$ cat config.mk
export PLATFORM = sky130hd
export DESIGN_NAME = it_svc
export DESIGN_NICKNAME = d
export VERILOG_FILES = /design/src/rtl/it_svc_pkg.sv /design/src/rtl/it_svc_dn_timer.sv /design/src/rtl/it_svc.sv
export SDC_FILE = /design/constraint.sdc
export NUM_CORES = 1
export LEC_CHECK = 0
export CAP_MARGIN = 30
export CORE_UTILIZATION = 54
export CTS_BUF_LIST = sky130_fd_sc_hd__clkbuf_8
export CTS_CLUSTER_DIAMETER = 30
export DETAILED_ROUTE_END_ITERATION = 7
export PLACE_DENSITY = 0.81
export SLEW_MARGIN = 15
export SYNTH_ARGS = -nofsm -noshare
export SYNTH_HDL_FRONTEND = slang
export SYNTH_SLANG_ARGS = --single-unit
$ cat constraint.sdc
create_clock -name clk -period 2.9 [get_ports clk]
set_input_delay 0.29 -clock clk [delete_from_list [all_inputs] [get_ports clk]]
set_output_delay 0.29 -clock clk [all_outputs]
set_load 0.02 [all_outputs]
$ cat src/rtl/it_svc_pkg.sv
// Shared types, default parameter values and constant helpers for the
// it_svc interrupt service block.
package it_svc_pkg;

  typedef enum logic [2:0] {
    IDLE     = 3'd0,
    PEND     = 3'd1,
    CLR      = 3'd2,
    WAIT_LOW = 3'd3,
    HOLD     = 3'd4
  } state_t;

  localparam int DEF_WIDTH   = 4;
  localparam int DEF_CLR_LEN = 2;
  localparam int DEF_TMO     = 16;
  localparam int DEF_HOLDOFF = 4;

  function automatic int clog2(input int v);
    int r;
    r = 0;
    while ((1 << r) < v) r = r + 1;
    return r;
  endfunction

  function automatic int max3(input int a, input int b, input int c);
    int m;
    m = (a > b) ? a : b;
    return (m > c) ? m : c;
  endfunction

endpackage

$ cat src/rtl/it_svc_dn_timer.sv
// Loadable down-counter; zero is high while the count is 0.
import it_svc_pkg::*;

module dn_timer #(
  parameter int w = 4
) (
  input  logic         clk,
  input  logic         rst,
  input  logic         load,
  input  logic         dec,
  input  logic [w-1:0] load_val,
  output logic         zero
);

  logic [w-1:0] count;

  always_ff @(posedge clk) begin
    if (rst) begin
      count <= '0;
    end else if (load) begin
      count <= load_val;
    end else if (dec && (count != '0)) begin
      count <= count - w'(1);
    end
  end

  assign zero = (count == '0);

endmodule

$ cat src/rtl/it_svc.sv
// Consumer-side service FSM for the counter interrupt flag.
// Optional build macro: IT_SVC_AUTO_ACK_EN (PEND lasts one cycle, ack ignored).
import it_svc_pkg::*;

module it_svc #(
  parameter int width   = DEF_WIDTH,
  parameter int clr_len = DEF_CLR_LEN,
  parameter int tmo     = DEF_TMO,
  parameter int holdoff = DEF_HOLDOFF
) (
  input  logic             clk,
  input  logic             rst,
  input  logic             en,
  input  logic             it,
  input  logic             ack,
  input  logic             ev_clr,
  output logic             irq,
  output logic             clr_it,
  output logic             busy,
  output logic [width-1:0] events,
  output logic             stuck
);

  localparam int TW_RAW = clog2(max3(clr_len, tmo, holdoff) + 1);
  localparam int TW     = (TW_RAW < 1) ? 1 : TW_RAW;
  localparam logic [TW-1:0] CLR_LD  = TW'(clr_len - 1);
  localparam logic [TW-1:0] TMO_LD  = TW'(tmo - 1);
  localparam logic [TW-1:0] HOLD_LD = (holdoff > 0) ? TW'(holdoff - 1) : '0;

  state_t        state, state_nxt;
  logic          tmr_load, tmr_dec, tmr_zero;
  logic [TW-1:0] tmr_val;
  logic          ev_inc, stuck_set, go_clr;

`ifdef IT_SVC_AUTO_ACK_EN
  logic unused_ack;
  assign unused_ack = ack;
  assign go_clr = 1'b1;
`else
  assign go_clr = ack;
`endif

  dn_timer #(.w(TW)) u_timer (
    .clk      (clk),
    .rst      (rst),
    .load     (tmr_load),
    .dec      (tmr_dec),
    .load_val (tmr_val),
    .zero     (tmr_zero)
  );

  always_comb begin
    state_nxt = state;
    tmr_load  = 1'b0;
    tmr_dec   = 1'b0;
    tmr_val   = '0;
    ev_inc    = 1'b0;
    stuck_set = 1'b0;
    case (state)
      IDLE: begin
        if (en && it) state_nxt = PEND;
      end
      PEND: begin
        if (go_clr) begin
          state_nxt = CLR;
          tmr_load  = 1'b1;
          tmr_val   = CLR_LD;
          ev_inc    = 1'b1;
        end
      end
      CLR: begin
        if (tmr_zero) begin
          state_nxt = WAIT_LOW;
          tmr_load  = 1'b1;
          tmr_val   = TMO_LD;
        end else begin
          tmr_dec = 1'b1;
        end
      end
      WAIT_LOW: begin
        if (!it || tmr_zero) begin
          stuck_set = it;
          if (holdoff == 0) begin
            state_nxt = IDLE;
          end else begin
            state_nxt = HOLD;
            tmr_load  = 1'b1;
            tmr_val   = HOLD_LD;
          end
        end else begin
          tmr_dec = 1'b1;
        end
      end
      HOLD: begin
        if (tmr_zero) state_nxt = IDLE;
        else          tmr_dec   = 1'b1;
      end
      default: state_nxt = IDLE;
    endcase
  end

  // Outputs are registered from the next state so they align with the state.
  always_ff @(posedge clk) begin
    if (rst) begin
      state  <= IDLE;
      irq    <= 1'b0;
      clr_it <= 1'b0;
      busy   <= 1'b0;
      events <= '0;
      stuck  <= 1'b0;
    end else begin
      state  <= state_nxt;
      irq    <= (state_nxt == PEND);
      clr_it <= (state_nxt == CLR);
      busy   <= (state_nxt != IDLE);
      if (ev_clr)      events <= '0;
      else if (ev_inc) events <= events + width'(1);
      if (stuck_set)   stuck <= 1'b1;
      else if (ev_clr) stuck <= 1'b0;
    end
  end

endmodule

==> metrics.md, run 1 <==
| Metric | Value |
|---|---|
| Status | finished, final reports clean |
| Pleak | 0.369 nW |
| First-pass GRT wire length | 2.90 mm |
| Cell Pwr Density | 555 nW/um^2 |
| Share of the synthesized area in the top cell type | 37.1% |
| Die Wd | 42.0 microns |
| Cts hold-fix bufs | 0 |
| Max-cap viol count | 0 |
| Met3 Track Usage GR | 5.60% |
| Area grow syn2layout | 21.4% |
| Part of the Yosys area used for sequential elements | 37.1% |
| Synth top cells by count | dfxtp_1 (16), nor3_1 (7), nor2_1 (6) |
| Worst-skew pair later-pin latency | 250 ps |
| Ys async rst share | 0% |
| Tcrit/Tclk final | 75.5% |
| CP Data Arrival Time | 2330 ps |
| Crit. Startpoint | u_timer.count[0] |
| RePlAce Congestion | just over 0.8 |
| Top area cells in the synthesized netlist | dfxtp_1 (37%), ha_1 (4.3%), nor3_1 (4.1%) |
| Critical path endpoint | u_timer.count[2] |
| Synth Register Bits | 16 |
| Post-synth EDFFs | 0 |
| RSZ-0062 raised after global routing | false |
| Endpoint type of the worst setup path | flop |
| Place WS | 730 ps |
| Minimum clock period | approximately 2200 ps |
| Count leader, synth | dfxtp_1 |
| Clock share of power | 33.8% |
| DRT Wirelength | 1.79 mm |
| I/O Buffers | 13 |
| Multiplexer share of the synthesized area | between 2 and 2.5% |
| Post-Syn Instances | 95 |
| Final Setup Violations | 0 |
| Share of cells above drive strength 1 | 8.33% |
| Post-DP HPWL | 1.30 mm |
| Detail Route Antenna Nets | 0 |
| Vias in the first global route | between 600 and 700 |
| Initial antenna violation count | 0 |
| Pin count of the biggest net entering global routing | 16 |
| Clock sink count | 16 |
| GRT Total Usage | 21.9% |
| Fraction of the mapped netlist area in simple logic gates | 26.5% |
| Reg-to-reg endpoint | u_timer.count[2] |
| Switching power | 0.169 mW |
| Clock slew at reported path FFs | 60 ps |
| Final nets | 118 |
| VDD IR-drop max | 0.410 mV |
| Core ar. | roughly 1500 sq um |
| Antenna cells | 0 |
| Layout Skew | ~3.2 ps |
| Reg2Reg Depth | 6 |
| Flop pwr share | a little over two fifths |
| GR Util met1 | 28.5% |
| Final non-filler cell total | 124 |
| Yosys warns | 0 |
| R2R Setup Slk | ~700 ps |
| Leading area contributor after synthesis | dfxtp_1 |
| Setup Fix Bufs, Post-CTS | 0 |
| TritonRoute pass-1 iters | 4 |
| Max Fclk | about 0.46 GHz |
| Worst-path fanout max | 6 |
| Violation count after the first detailed-route iteration | 16 |
| DR vias | 745 |
| Post-Synth XOR/XNOR Area | 3.04% |
| Avg Inst Size Synth | 9.09 sq um |
| Num rows | 14 |
| CTS root buffer | clkbuf_8 |
| RR Startpoint | u_timer.count[0] |
| P_int | 0.412 mW |
| Worst Slack Setup Final | approximately 700 ps |
| Finished Core Util | a little over two thirds |
| Slew @ Worst Pin | 818 ps |
| Setup TNS Final | 0 ps |
| Max Slew Vio Count | 0 |
| Netlist cell types | 37 |
| Critical path class | reg -> reg |
| Die H | 42.0 microns |
| Hold WC Path Type | reg -> reg |
| Placed cells | 120 |
| H-tree Lvls | 1 |
| Die area | 1760 sq um |
| Met2 Use GR | 32.8% |
| Bufs on Longest Clock Path | 2 |
| CTS buffer count | 3 |
| Synth Cell Area | 863 sq um |
| Switching part of the total | between 20% and 30% |
| Synth Area in Adders | 4.35% |
| Required time of the critical path | ~3000 ps |
| I/O pins | 14 |
| Comb power frac | 23.3% |
| Filler cells | 122 |
| Final Total Pwr | 0.582 mW |
| CP startpoint kind | flop |
| Post-cts sizing count | 0 |
| Hold Fails Final Rpt | 0 |
| TritonCTS clock tree | done |
| Main combinational cell family by area after synthesis | simple AND/OR/NAND/NOR gates |
| Vias per cell | 6.01 |
| Syn nets | 104 |
| DR WL/cell | 14.4 microns |
| Total congestion overflow | 0 |
| Starting Density | 57.3% |
| Gr busiest metal | met2 |
| Worst slew margin | between 40% and 50% |
| DRC errors left | 0 |
| Post-synth top flop | dfxtp_1 |
| Synth Area in Compound Gates | 21.3% |
cells by family (layout without fill, tap and decap cells):
group | Yosys count | count (layout)
AND/OR/NAND/NOR | 37 | 37
multiplexers | 2 | 2
flip-flops | 16 | 16
adder cells (fa/ha/maj) | 3 | 3
XOR/XNOR | 3 | 3
buffers and inverters | 10 | 23
AO/OA/AOI/OAI | 24 | 24
worst max-delay path, stage by stage, from the launching register on:
cell and delay [ps]:
dfxtp_1 340, inv_1 90, ha_1 160, or4b_1 600
a311oi_4 420, nor4_2 100, a221o_1 370
layout by cell type, fill, tap and decap left out:
master and instances:
nand3b_1 1, or4_1 1, buf_4 1, nor4_2 1, nand2b_1 5, a211o_1 1
a21oi_1 5, o21ai_0 3, nand2_1 4, clkdlybuf4s50_1 13, a221o_1 2, o32ai_1 2
nor3_1 7, xor2_1 2, a311oi_4 1, or3b_2 1, xnor2_1 1, a211oi_1 3
nor2_1 6, nand4_1 2, and2b_1 1, nor3b_1 2, a2111oi_0 1, ha_1 3
nor2b_1 1, nor4bb_1 1, nor4b_2 1, o22ai_1 2, nor4_1 1, or3_1 1
inv_1 5, a21o_1 2, or4b_1 1, dfxtp_1 16, a31oi_1 2, mux2i_1 2
clkbuf_8 4
state kept, by name (all words and copies together), names as in the netlist:
name           flops
stuck              1
irq                1
state              3
busy               1
u_timer.count      5
clr_it             1
events             4
power by group through the flow:
stage,clock network [mW],logic (mW),registers (mW)
5_1_grt,0.208,0.148,0.252
4_1_cts,0.198,0.134,0.249
2_1_floorplan,0,0.105,0.253
6_report,0.196,0.135,0.250
3_3_place_gp,0,0.131,0.253
3_5_place_dp,0,0.133,0.254
how the worst min path moves through the flow:
stage | depth (start not counted) | start | slack, ps | end
after floorplan | 1 | ev_clr | 370 | events[0]
after global placement | 2 | stuck | 460 | stuck
after detailed placement | 2 | stuck | 460 | stuck
after CTS | 2 | stuck | 480 | stuck
after global routing | 2 | stuck | 550 | stuck
final | 2 | stuck | 470 | stuck
stage by stage:
step                      hold WS [ps]  area, sq um
after floorplan                    367          863
after global placement             456          993
after detailed placement           465          993
after CTS                          476         1050
after global routing               547         1050
final                              474         1050
area by class of cell:
cell class                 count  area, sq um  area share, %
timing repair buffer          14          138           13.1
sequential                    16          320           30.5
inverter                       5         18.8           1.79
multi-input combinational     69          497           47.4
clock buffer                   4         55.1           5.25
tap                           16         20.0           1.91
per-layer routing:
metal	part of all wire, %	routed length [microns]
met5	0	0
met4	2.3	41
met3	5.3	94
met2	43	769
met1	49	884
(Power assumes the default switching activity.)
==> run 2: changes to the inputs <==
CORE_UTILIZATION = 49   (was 54)
PLACE_DENSITY = 0.77   (was 0.81)
clock period = 1.8 ns   (was 2.9 ns; I/O delays follow)
==> metrics.md, run 2 (same netlist as run 1, synthesis figures left out) <==
| Metric | Value |
|---|---|
| RePlAce Congestion | 0.911 |
| Post-DP HPWL | 1.65 mm |
| H-tree Lvls | 1 |
| CP startpoint kind | flop |
| Clock share of power | between 20% and 30% |
| DRC errors left | 0 |
| Num rows | 14 |
| Vias in the first global route | 903 |
| Required time of the critical path | 1940 ps |
| RSZ-0062 raised after global routing | true |
| Commonest non-fill, non-tap cell in the layout | buf_4 |
| Worst slew margin | 70.0% |
| DR vias | 870 |
| Reg area | 323 sq um |
| Reg-to-reg endpoint | u_timer.count[3] |
| Most frequent cells in the layout | buf_4 (21), dfxtp_1 (14), clkdlybuf4s50_1 (13) |
| Switching part of the total | 29.9% |
| CP delay by family, top | compound AO/OA/AOI/OAI gates |
| Final non-filler cell total | between 100 and 150 |
| Multi-input logic area | 561 sq um |
| Failing checks | negative setup slack |
| Die area | a little under 2000 sq um |
| Worst-path cell chain | inv_2 -> ha_4 -> or4b_4 -> a311oi_4 -> o32ai_1 -> a221o_1 |
| VDD IR-drop max | about 0.71 mV |
| Status | complete, but fails checks |
| Flop pwr share | a little over a third |
| DR WL/cell | between 15 and 20 microns |
| Area grow syn2layout | 49.1% |
| Worst-skew pair later-pin latency | ~260 ps |
| R2R Setup Slk | -120 ps |
| Setup TNS Final | -356 ps |
| Minimum clock period | 1920 ps |
| Cts hold-fix bufs | 0 |
| Max incr delay on CP | approximately 470 ps |
| Die Wd | 44.0 microns |
| Critical path class | reg -> reg |
| Initial antenna violation count | 0 |
| Antenna cells | 0 |
| Bufs on Longest Clock Path | 2 |
| Final Total Pwr | roughly 1.1 mW |
| TritonRoute pass-1 iters | 4 |
| Fin area | 1290 sq um |
| Slew @ Worst Pin | roughly 450 ps |
| Endpoint type of the worst setup path | flop |
| CP Data Arrival Time | 2060 ps |
| Violation count after the first detailed-route iteration | 25 |
| CP max stage cell | or4b_4 |
| Hold Fails Final Rpt | 0 |
| Share of cells above drive strength 1 | 35.4% |
| Final Setup Violations | 4 |
| Max-cap viol count | 0 |
| Critical path endpoint | u_timer.count[3] |
| Starting Density | 54.8% |
| TritonCTS clock tree | done |
| Tcrit/Tclk final | 107% |
| Layout Skew | 8.16 ps |
| Detail Route Antenna Nets | 0 |
| Max Slew Vio Count | 0 |
| Filler cells | about 110 |
| Clock sink count | 16 |
| CTS root buffer | clkbuf_8 |
| First-pass GRT wire length | about 4 mm |
| Placed cells | around 140 |
| Reg with most FFs | u_timer.count |
| Clock slew at reported path FFs | about 70 ps |
| Die H | 44.0 microns |
| Stages on worst setup path | 6 |
| I/O Buffers | 13 |
| Core ar. | about 1600 sq um |
| Final nets | 140 |
| Crit. Startpoint | u_timer.count[0] |
| Max Fclk | 0.521 GHz |
| I/O pins | 14 |
| Switching power | ~0.33 mW |
| Worst Slack Setup Final | -119 ps |
| GRT Total Usage | 28.3% |
| Pleak | 0.501 nW |
| Finished Core Util | between 80% and 90% |
| Pin count of the biggest net entering global routing | 10 |
| Reg2Reg Depth | 6 |
| Total congestion overflow | 0 |
| Worst Path Buf+Inv | 1 |
| Worst-path fanout max | 4 |
| P_int | 0.766 mW |
| Comb power frac | approximately a third |
| Cell Pwr Density | 848 nW/um^2 |
| DRT Wirelength | around 2.5 mm |
| CTS buffer count | 3 |
| Dpl cell area | 1140 sq um |
| Hold WC Path Type | reg -> reg |
| RR Startpoint | u_timer.count[0] |
| Vias per cell | a little under 6 |
| Largest register FFs | 5 |
| Largest regs | u_timer.count (5), events (4), state (3) |
-- run 2: cell types whose count changed in the layout (fill, tap and decap cells not counted), moves of 2 or more --
cell	delta
inv_2	+3
a21oi_1	-3
a21oi_2	+3
dfxtp_1	-2
dfxtp_2	+2
inv_1	-3
buf_4	+20
buf_6	+2
-- run 2: stage by stage --
step / worst slack (ps) / hold slack (ps)
floorplan: -185 / 257
global placement: -55.4 / 458
detailed placement: -125 / 492
CTS: -115 / 504
global route: -210 / 533
finish: -119 / 508
-- run 2: power by group through the flow --
stage | clock network, mW | logic, mW | registers, mW
floorplan | 0 | 0.177 | 0.411
global placement | 0 | 0.299 | 0.400
detailed placement | 0 | 0.312 | 0.401
CTS | 0.330 | 0.334 | 0.393
global route | 0.341 | 0.404 | 0.397
finish | 0.323 | 0.374 | 0.395
-- run 2: what timing repair did --
action | 4_1_cts | 5_1_grt
resized for setup | 2 | 12
setup endpoints to repair | 3 | 10
cloned | 0 | 0
setup buffers | 2 | 2
-- run 2: per-layer routing --
metal | global-route usage (%) | share of wire [%] | vias to the layer above
met2 | 48.7 | 50 | 29
met3 | 8.75 | 4.8 | 6
li1 | - | - | 423
met1 | 32.2 | 43 | 412
met5 | 0 | 0 | -
met4 | 12.1 | 2.0 | 0
-- run 2: how the worst min path moves through the flow --
stage	start	end	cells past startpoint
floorplan	ev_clr	events[0]	1
global placement	stuck	stuck	2
detailed placement	stuck	stuck	2
CTS	stuck	stuck	2
global route	stuck	stuck	2
finish	stuck	stuck	2
-- run 2: area by class of cell --
cell class / count / area share, %
multi-input cells: 69 / 43.5
flip-flops and latches: 16 / 25.1
repair buffers: 36 / 24.1
clock buffers: 4 / 4.28
well taps: 16 / 1.55
inverters: 5 / 1.46
-- run 2: worst register-to-register path, stage by stage, from the launching register on --
cell      delay [ps]
dfxtp_2          330
inv_2             80
ha_4             130
or4b_4           470
a311oi_4         350
o32ai_1          140
a221o_1          320
